## src/rtl/skid_buffer_pkg.sv

```systemverilog
// Shared types for the skid buffer: FSM state encoding and state count.
package skid_buffer_pkg;

   localparam int unsigned STATE_W    = 2;
   localparam int unsigned NUM_STATES = 3;

   typedef enum logic [STATE_W-1:0] {
      EMPTY = 2'd0,
      ONE   = 2'd1,
      FULL  = 2'd2
   } state_t;

endpackage

```

## src/rtl/skid_buffer_ctrl.sv

```systemverilog
// Skid buffer control: occupancy FSM, registered in_ready/out_valid and
// load enables for the main and skid data registers.
module skid_buffer_ctrl
   import skid_buffer_pkg::*;
(
   input  logic clk,
   input  logic rst,
   input  logic in_valid,
   input  logic out_ready,
   output logic in_ready,
   output logic out_valid,
   output logic load_main_c,
   output logic load_skid_c,
   output logic main_from_skid_c
);

   state_t state;
   logic   in_fire;
   logic   out_fire;

   assign in_fire  = in_valid & in_ready;
   assign out_fire = out_valid & out_ready;

   // Datapath load enables for the edge about to happen
   always_comb begin
      load_main_c      = 1'b0;
      load_skid_c      = 1'b0;
      main_from_skid_c = 1'b0;
      case (state)
         EMPTY: load_main_c = in_fire;
         ONE: begin
            load_main_c = in_fire & out_fire;
            load_skid_c = in_fire & ~out_fire;
         end
         FULL: begin
            load_main_c      = out_fire;
            main_from_skid_c = 1'b1;
         end
         default: ;
      endcase
   end

   // Handshake flags are registered next to state so neither depends on inputs
   always_ff @(posedge clk or posedge rst) begin
      if (rst) begin
         state     <= EMPTY;
         in_ready  <= 1'b1;
         out_valid <= 1'b0;
      end else begin
         case (state)
            EMPTY: begin
               if (in_fire) begin
                  state     <= ONE;
                  in_ready  <= 1'b1;
                  out_valid <= 1'b1;
               end
            end
            ONE: begin
               if (in_fire && !out_fire) begin
                  state    <= FULL;
                  in_ready <= 1'b0;
               end else if (!in_fire && out_fire) begin
                  state     <= EMPTY;
                  out_valid <= 1'b0;
               end
            end
            FULL: begin
               if (out_fire) begin
                  state    <= ONE;
                  in_ready <= 1'b1;
               end
            end
            default: begin
               state     <= EMPTY;
               in_ready  <= 1'b1;
               out_valid <= 1'b0;
            end
         endcase
      end
   end

endmodule

```

## src/rtl/skid_buffer.sv

```systemverilog
// Two-entry skid buffer with fully registered handshakes.
// Define SKID_BUFFER_PERF_EN to add the saturating xfer_cnt output counter.
module skid_buffer
   import skid_buffer_pkg::*;
#(
   parameter int unsigned     WIDTH = 8,
   parameter logic [WIDTH-1:0] INIT = '0
`ifdef SKID_BUFFER_PERF_EN
   ,
   parameter int unsigned     CNT_W = 16
`endif
)(
   input  logic             clk,
   input  logic             rst,
   input  logic             in_valid,
   output logic             in_ready,
   input  logic [WIDTH-1:0] in_data,
   output logic             out_valid,
   input  logic             out_ready,
   output logic [WIDTH-1:0] out_data
`ifdef SKID_BUFFER_PERF_EN
   ,
   output logic [CNT_W-1:0] xfer_cnt
`endif
);

   logic [WIDTH-1:0] main_q;
   logic [WIDTH-1:0] skid_q;
   logic             load_main_c;
   logic             load_skid_c;
   logic             main_from_skid_c;

   skid_buffer_ctrl u_ctrl (
      .clk              (clk),
      .rst              (rst),
      .in_valid         (in_valid),
      .out_ready        (out_ready),
      .in_ready         (in_ready),
      .out_valid        (out_valid),
      .load_main_c      (load_main_c),
      .load_skid_c      (load_skid_c),
      .main_from_skid_c (main_from_skid_c)
   );

   // Main always holds the head word; skid catches the one extra word
   always_ff @(posedge clk or posedge rst) begin
      if (rst) begin
         main_q <= INIT;
         skid_q <= INIT;
      end else begin
         if (load_main_c) main_q <= main_from_skid_c ? skid_q : in_data;
         if (load_skid_c) skid_q <= in_data;
      end
   end

   assign out_data = main_q;

`ifdef SKID_BUFFER_PERF_EN
   logic out_fire;
   assign out_fire = out_valid & out_ready;

   // Saturating count of completed output transfers
   always_ff @(posedge clk or posedge rst) begin
      if (rst) begin
         xfer_cnt <= '0;
      end else if (out_fire && (xfer_cnt != {CNT_W{1'b1}})) begin
         xfer_cnt <= xfer_cnt + CNT_W'(1);
      end
   end
`endif

endmodule

```

## config.mk

```make
export PLATFORM = sky130hd
export DESIGN_NAME = skid_buffer
export DESIGN_NICKNAME = d
export VERILOG_FILES = /design/src/rtl/skid_buffer_pkg.sv /design/src/rtl/skid_buffer_ctrl.sv /design/src/rtl/skid_buffer.sv
export SDC_FILE = /design/constraint.sdc
export NUM_CORES = 1
export LEC_CHECK = 0
export BUFFER_PORTS_ARGS = -buffer_cell sky130_fd_sc_hd__buf_2
export CAP_MARGIN = 20
export CORE_MARGIN = 1.5
export CORE_UTILIZATION = 51
export DETAILED_ROUTE_END_ITERATION = 7
export PLACE_DENSITY = 0.76
export SLEW_MARGIN = 30
export SYNTH_ARGS = -nofsm -noshare
export SYNTH_HDL_FRONTEND = slang
export SYNTH_SLANG_ARGS = --single-unit
```

## constraint.sdc

```tcl
create_clock -name clk -period 1.65 [get_ports clk]
set_input_delay 0.495 -clock clk [delete_from_list [all_inputs] [get_ports clk]]
set_output_delay 0.495 -clock clk [all_outputs]
set_load 0.02 [all_outputs]
```

# Word level (Yosys, flattened, before mapping)
# Cells that the tools add are included.
[totals] reg_bits=20 inputBits=12 out_inout_bits=10
[op_classes] n_eq_ne=8 muxes=16 bitwise_logic=6 n_reduce_logical=8
[op_table] op="case mux 1 bit (3 select lines)" n=3
[op_table] op="2-to-1 mux 2 bit" n=4
[op_table] op="2-to-1 mux 8 bit" n=1
[op_table] op="inequality test 2 x 1 -> 1 bit (second input constant)" n=4
[op_table] op="2-to-1 mux 1 bit" n=7
[op_table] op="case mux 2 bit (3 select lines)" n=1
[op_table] op="AND reduction 3 bit" n=2
[op_table] op="AND 1 bit" n=4
[op_table] op="AND reduction 4 bit" n=1
[op_table] op="inequality test 3 x 1 -> 1 bit (second input constant)" n=1
[op_table] op="equality test 2 x 1 -> 1 bit (second input constant)" n=1
[op_table] op="equality test 2 bit (second input constant)" n=1
[op_table] op="logical AND 1 bit" n=2
[op_table] op="zero test 1 bit" n=2
[op_table] op="zero test 2 bit" n=1
[op_table] op="inequality test 2 bit (second input constant)" n=1
[op_table] op="inverter 1 bit" n=2

# Logic depth before layout (Yosys ltp)
[depth] depth_word=6 depth_mapped=4 depth_no_buf=3

# Modules after synthesis
# From an unflattened synthesis, not the netlist that was laid out.
[unflattened] cells_unflattened=79 area_unflattened_um2=922.1
[by_module_without_submodules] mod="skid_buffer" instances=1 cells_each=53 area_per_inst_um2=685.7 seq_area_each_um2=400.4
[by_module_without_submodules] mod="skid_buffer_ctrl" instances=1 cells_each=26 area_per_inst_um2=236.5 seq_area_each_um2=101.3

# Worst setup path before layout
# No wires, ideal clock.
[synth_timing] kind="flip-flop to flip-flop" from="reg u_ctrl.in_ready" to="reg main_q[0] (netlist: out_data[0])" setup_ns=0.125 arrival_time_ns=1.482 path_slack_ns=0.044 stages_incl_launch_ff=4 period_less_slack_ns=1.606 cell_sequence="dfstp_2 nand2_1 o32ai_4 mux2_2"
[synth_via] elab_chain_len=3
[synth_lines] item="start, declared" line_no="skid_buffer_ctrl.sv:10" text="output logic in_ready,"
[synth_lines] item="start signal, assigned" line_no="skid_buffer_ctrl.sv:47" text="in_ready <= 1'b1;"
[synth_lines] item="start signal, assigned" line_no="skid_buffer_ctrl.sv:54" text="in_ready <= 1'b1;"
[synth_lines] item="start signal, assigned" line_no="skid_buffer_ctrl.sv:61" text="in_ready <= 1'b0;"
[synth_lines] item="AND 1 bit *" line_no="skid_buffer_ctrl.sv:21" text="assign in_fire = in_valid & in_ready;"
[synth_lines] item="AND 1 bit" line_no="skid_buffer_ctrl.sv:32" text="load_main_c = in_fire & out_fire;"
[synth_lines] item="case mux 1 bit (3 select lines) *" line_no="skid_buffer_ctrl.sv:29" text="case (state)"
[synth_lines] item="end signal, assigned" line_no="skid_buffer.sv:51" text="if (load_main_c) main_q <= main_from_skid_c ? skid_q : in_data;"
[synth_lines] item="end, declared" line_no="skid_buffer.sv:27" text="logic [WIDTH-1:0] main_q;"
# Every way passes the cells marked *; elsewhere a longest branch is shown, timed or not.
# A chain may end at the register's enable or synchronous reset.

# Worst setup path after layout
[layout_timing] from="reg u_ctrl.state[0]" to="reg main_q[4] (netlist: out_data[4])"
[layout_via] elab_chain_len=3 word_cells_on_any_way=6
[layout_lines] item="start, declared" line_no="skid_buffer_ctrl.sv:17" text="state_t state;"
[layout_lines] item="start signal, assigned" line_no="skid_buffer_ctrl.sv:46" text="state <= EMPTY;"
[layout_lines] item="start signal, assigned" line_no="skid_buffer_ctrl.sv:53" text="state <= ONE;"
[layout_lines] item="start signal, assigned" line_no="skid_buffer_ctrl.sv:60" text="state <= FULL;"
[layout_lines] item="equality test 2 bit" line_no="skid_buffer_ctrl.sv:29"
[layout_lines] item="2-to-1 mux 1 bit" line_no="skid_buffer_ctrl.sv:29"
[layout_lines] item="2-to-1 mux 8 bit" line_no="skid_buffer.sv:51"
# Parallel ways exist; a longest one is shown, timed or not.

==> results.cfg <==
[synthesis]
yosysMostFrequentCell = dfrtp_1
synth_area_leaders = dfrtp_1 (49%), mux2_2 (18%), mux2_4 (14%)
mappedNetlistNets = 76
yosysWarnings = 0
netlist_area_um2 = 964.7
synth_seq_cells = 20
synthArstFlopShare = 1.000
synth_ff_type = dfrtp_1
syn-instance-count = 64
synth_common_cells = dfrtp_1 (19), mux2_2 (15), mux2_4 (9)
ys_types = 19
synth_top_cell_by_area = dfrtp_1
synth_top_area_frac = 0.4929
synth_enable_flop_cells = 0
yosysSeqAreaShare = 0.5201
syn_area_per_cell_um2 = 15.07

[global_routing]
antenna_found_initial = 0
grt_overflow = 0
grt_pass1_vias = 607
grtUsageTotal = 0.1836
grt_max_degree = 13
grt_pass1_wl_um = 2635

[timing]
finalHoldViolCount = 0
slew_headroom = 0.7107
setup_viol = 0
hold_ws_ns = 0.1580
rsz0062_at_grt = false
fmax_mhz = 644.3
min_period_over_period = 0.9407
fin_skew_ns = 0.009237
min_period_ns = 1.552
worstMarginPinSlew_ns = 0.4335
maxSlewViolCount = 0
setup-tns-final_ns = 0

[pwr]
p_leak_nw = 0.5994
p_int_mw = 1.398
pwr-share-seq = 0.422
clkPwrFrac = 0.194
peakVddDrop_uv = 1155
comb_power_share = 0.384
p_sw_uw = 678.6
p_sw_frac = 0.3267
powerDensity_nw_per_um2 = 1738

[setup_path]
path_buf_inv = 1
crit_start = u_ctrl.state[0]
rrSetupSlack_ns = 0.1
crit_chain = a21boi_2 > o32ai_4 > buf_4 > mux2_2
path_delay_family = compound AO/OA/AOI/OAI gates
crit_end = out_data[4]
slowest_delay_ns = 0.43
crit_arrival_ns = 1.75
r2r-end = out_data[4]
rr_worst_depth = 4
cp_max_fo = 6
critPathSlowestCell = dfrtp_1
required_ns = 1.84
start_kind = flop
endpoint_kind = flop
critPathKind = flop to flop
reg2reg_from = u_ctrl.state[0]
critical_path_cell_count = 4

[cts]
h-tree-depth = 1
cts_tree = built
post_cts_resized = 0
clkTransAtPathRegs_ns = 0.12
postCtsSetupRepairBufs = 0
ctsLongestPathBuffers = 2
postCtsHoldBufs = 0
ctsRootBufferMaster = clkbuf_4
clkLatencyLatePin_ns = 0.31
cts_buffers = 3
cts_sinks = 20

[route]
first_iter_violations = 2
vias = 596
topRoutingLayerUsed = met4
dr.pass1.iters = 3
drc = 0
antenna_left = 0
via_per_inst = 4.967
wl_met1_um = 715
wl_um = 1573
wl_per_cell_um = 13.11
wl_met2_um = 768
met3_length_um = 74

[hold_path]
hold_path_class = input port to async pin

[layout]
layout-drive-gt1-share = 0.6421
antenna_cells = 0
utilization = 0.6846
design_area_um2 = 1195
nets = 108
synthToLayoutAreaGrowth_pct = 23.87

[floorplan]
die_y_um = 46.49
core_um2 = 1745
start_util = 0.5527
row_count = 15
die_area_um2 = 2161
ios = 22
die_w_um = 46.49

[place]
gp_congestion = 0.8035
port_buffers = 21
placed_area_um2 = 1142
hpwlAfterDp_um = 1143

[flow_run]
cap_violations = 0

[outcome]
outcome = completed
==> kinds of logic after synthesis <==
| logic type | share of synthesized area |
|---|---|
| compound gates | 0.08690 |
| xor+xnor | 0.009081 |
| buf+inv | 0.02723 |
| flops | 0.5201 |
| mux | 0.3152 |
| simple gates | 0.04151 |
==> layer usage <==
metal  global-route usage  up-vias
li1                     -      294
met1               0.2291      284
met2               0.2944       16
met3              0.04706        2
met4              0.08571        0
met5                    0        -
==> cell usage in the layout (no fill, tap or decap) <==
| cell | netlist | layout |
|---|---|---|
| mux2_4 | 9 | 9 |
| nand2b_4 | 1 | 1 |
| nor2b_1 | 1 | 1 |
| o22a_1 | 1 | 1 |
| nand4_2 | 1 | 1 |
| o21ai_0 | 1 | 1 |
| buf_4 | 0 | 7 |
| clkbuf_4 | 0 | 3 |
| a21boi_2 | 1 | 1 |
| dfrtp_1 | 19 | 19 |
| o32ai_4 | 1 | 1 |
| inv_1 | 4 | 4 |
| a31oi_1 | 1 | 1 |
| buf_2 | 0 | 21 |
| a21oi_1 | 1 | 1 |
| dfstp_2 | 1 | 1 |
| nand2_1 | 2 | 2 |
| o22ai_1 | 2 | 2 |
| xor2_1 | 1 | 1 |
| bufinv_16 | 0 | 1 |
| a21o_1 | 1 | 1 |
| mux2_2 | 15 | 15 |
==> cell type report <==
class	count	area, um2
fillers	139	550.5
flip-flops and latches	20	501.7
multi-input cells	39	436.7
repair buffers	28	157.7
well taps	25	31.28
clock inverters	1	30.03
clock buffers	3	22.52
inverters	4	15.01
==> through the flow <==
| step | setup slack [ns] | cells | power (mW) |
|---|---|---|---|
| after floorplan | 0.04375 | 64 | 1.440 |
| after global placement | 0.03821 | 116 | 1.663 |
| after detailed placement | 0.001472 | 116 | 1.690 |
| after CTS | 0.08353 | 120 | 2.108 |
| after global routing | 0.009552 | 120 | 2.221 |
| final | 0.09783 | 120 | 2.077 |
==> flip-flops by register name, indices dropped and copies added (netlist names) <==
signal,cells
u_ctrl.state,2
skid_q,8
out_data,8
u_ctrl.in_ready,1
u_ctrl.out_valid,1
==> power groups by stage <==
stage / Combinational (mW) / Clock, mW / Sequential, mW
floorplan: 0.422 / 0 / 1.02
global placement: 0.787 / 0 / 0.877
detailed placement: 0.803 / 0 / 0.888
CTS: 0.809 / 0.420 / 0.879
global route: 0.872 / 0.439 / 0.909
finish: 0.798 / 0.402 / 0.877
==> worst min path at each step <==
stage                  end
2_1_floorplan  out_data[0]
3_3_place_gp   out_data[1]
3_5_place_dp   out_data[1]
4_1_cts        out_data[0]
5_1_grt        out_data[0]
6_report       out_data[0]
Note: power is estimated with default switching activity, not from simulation.
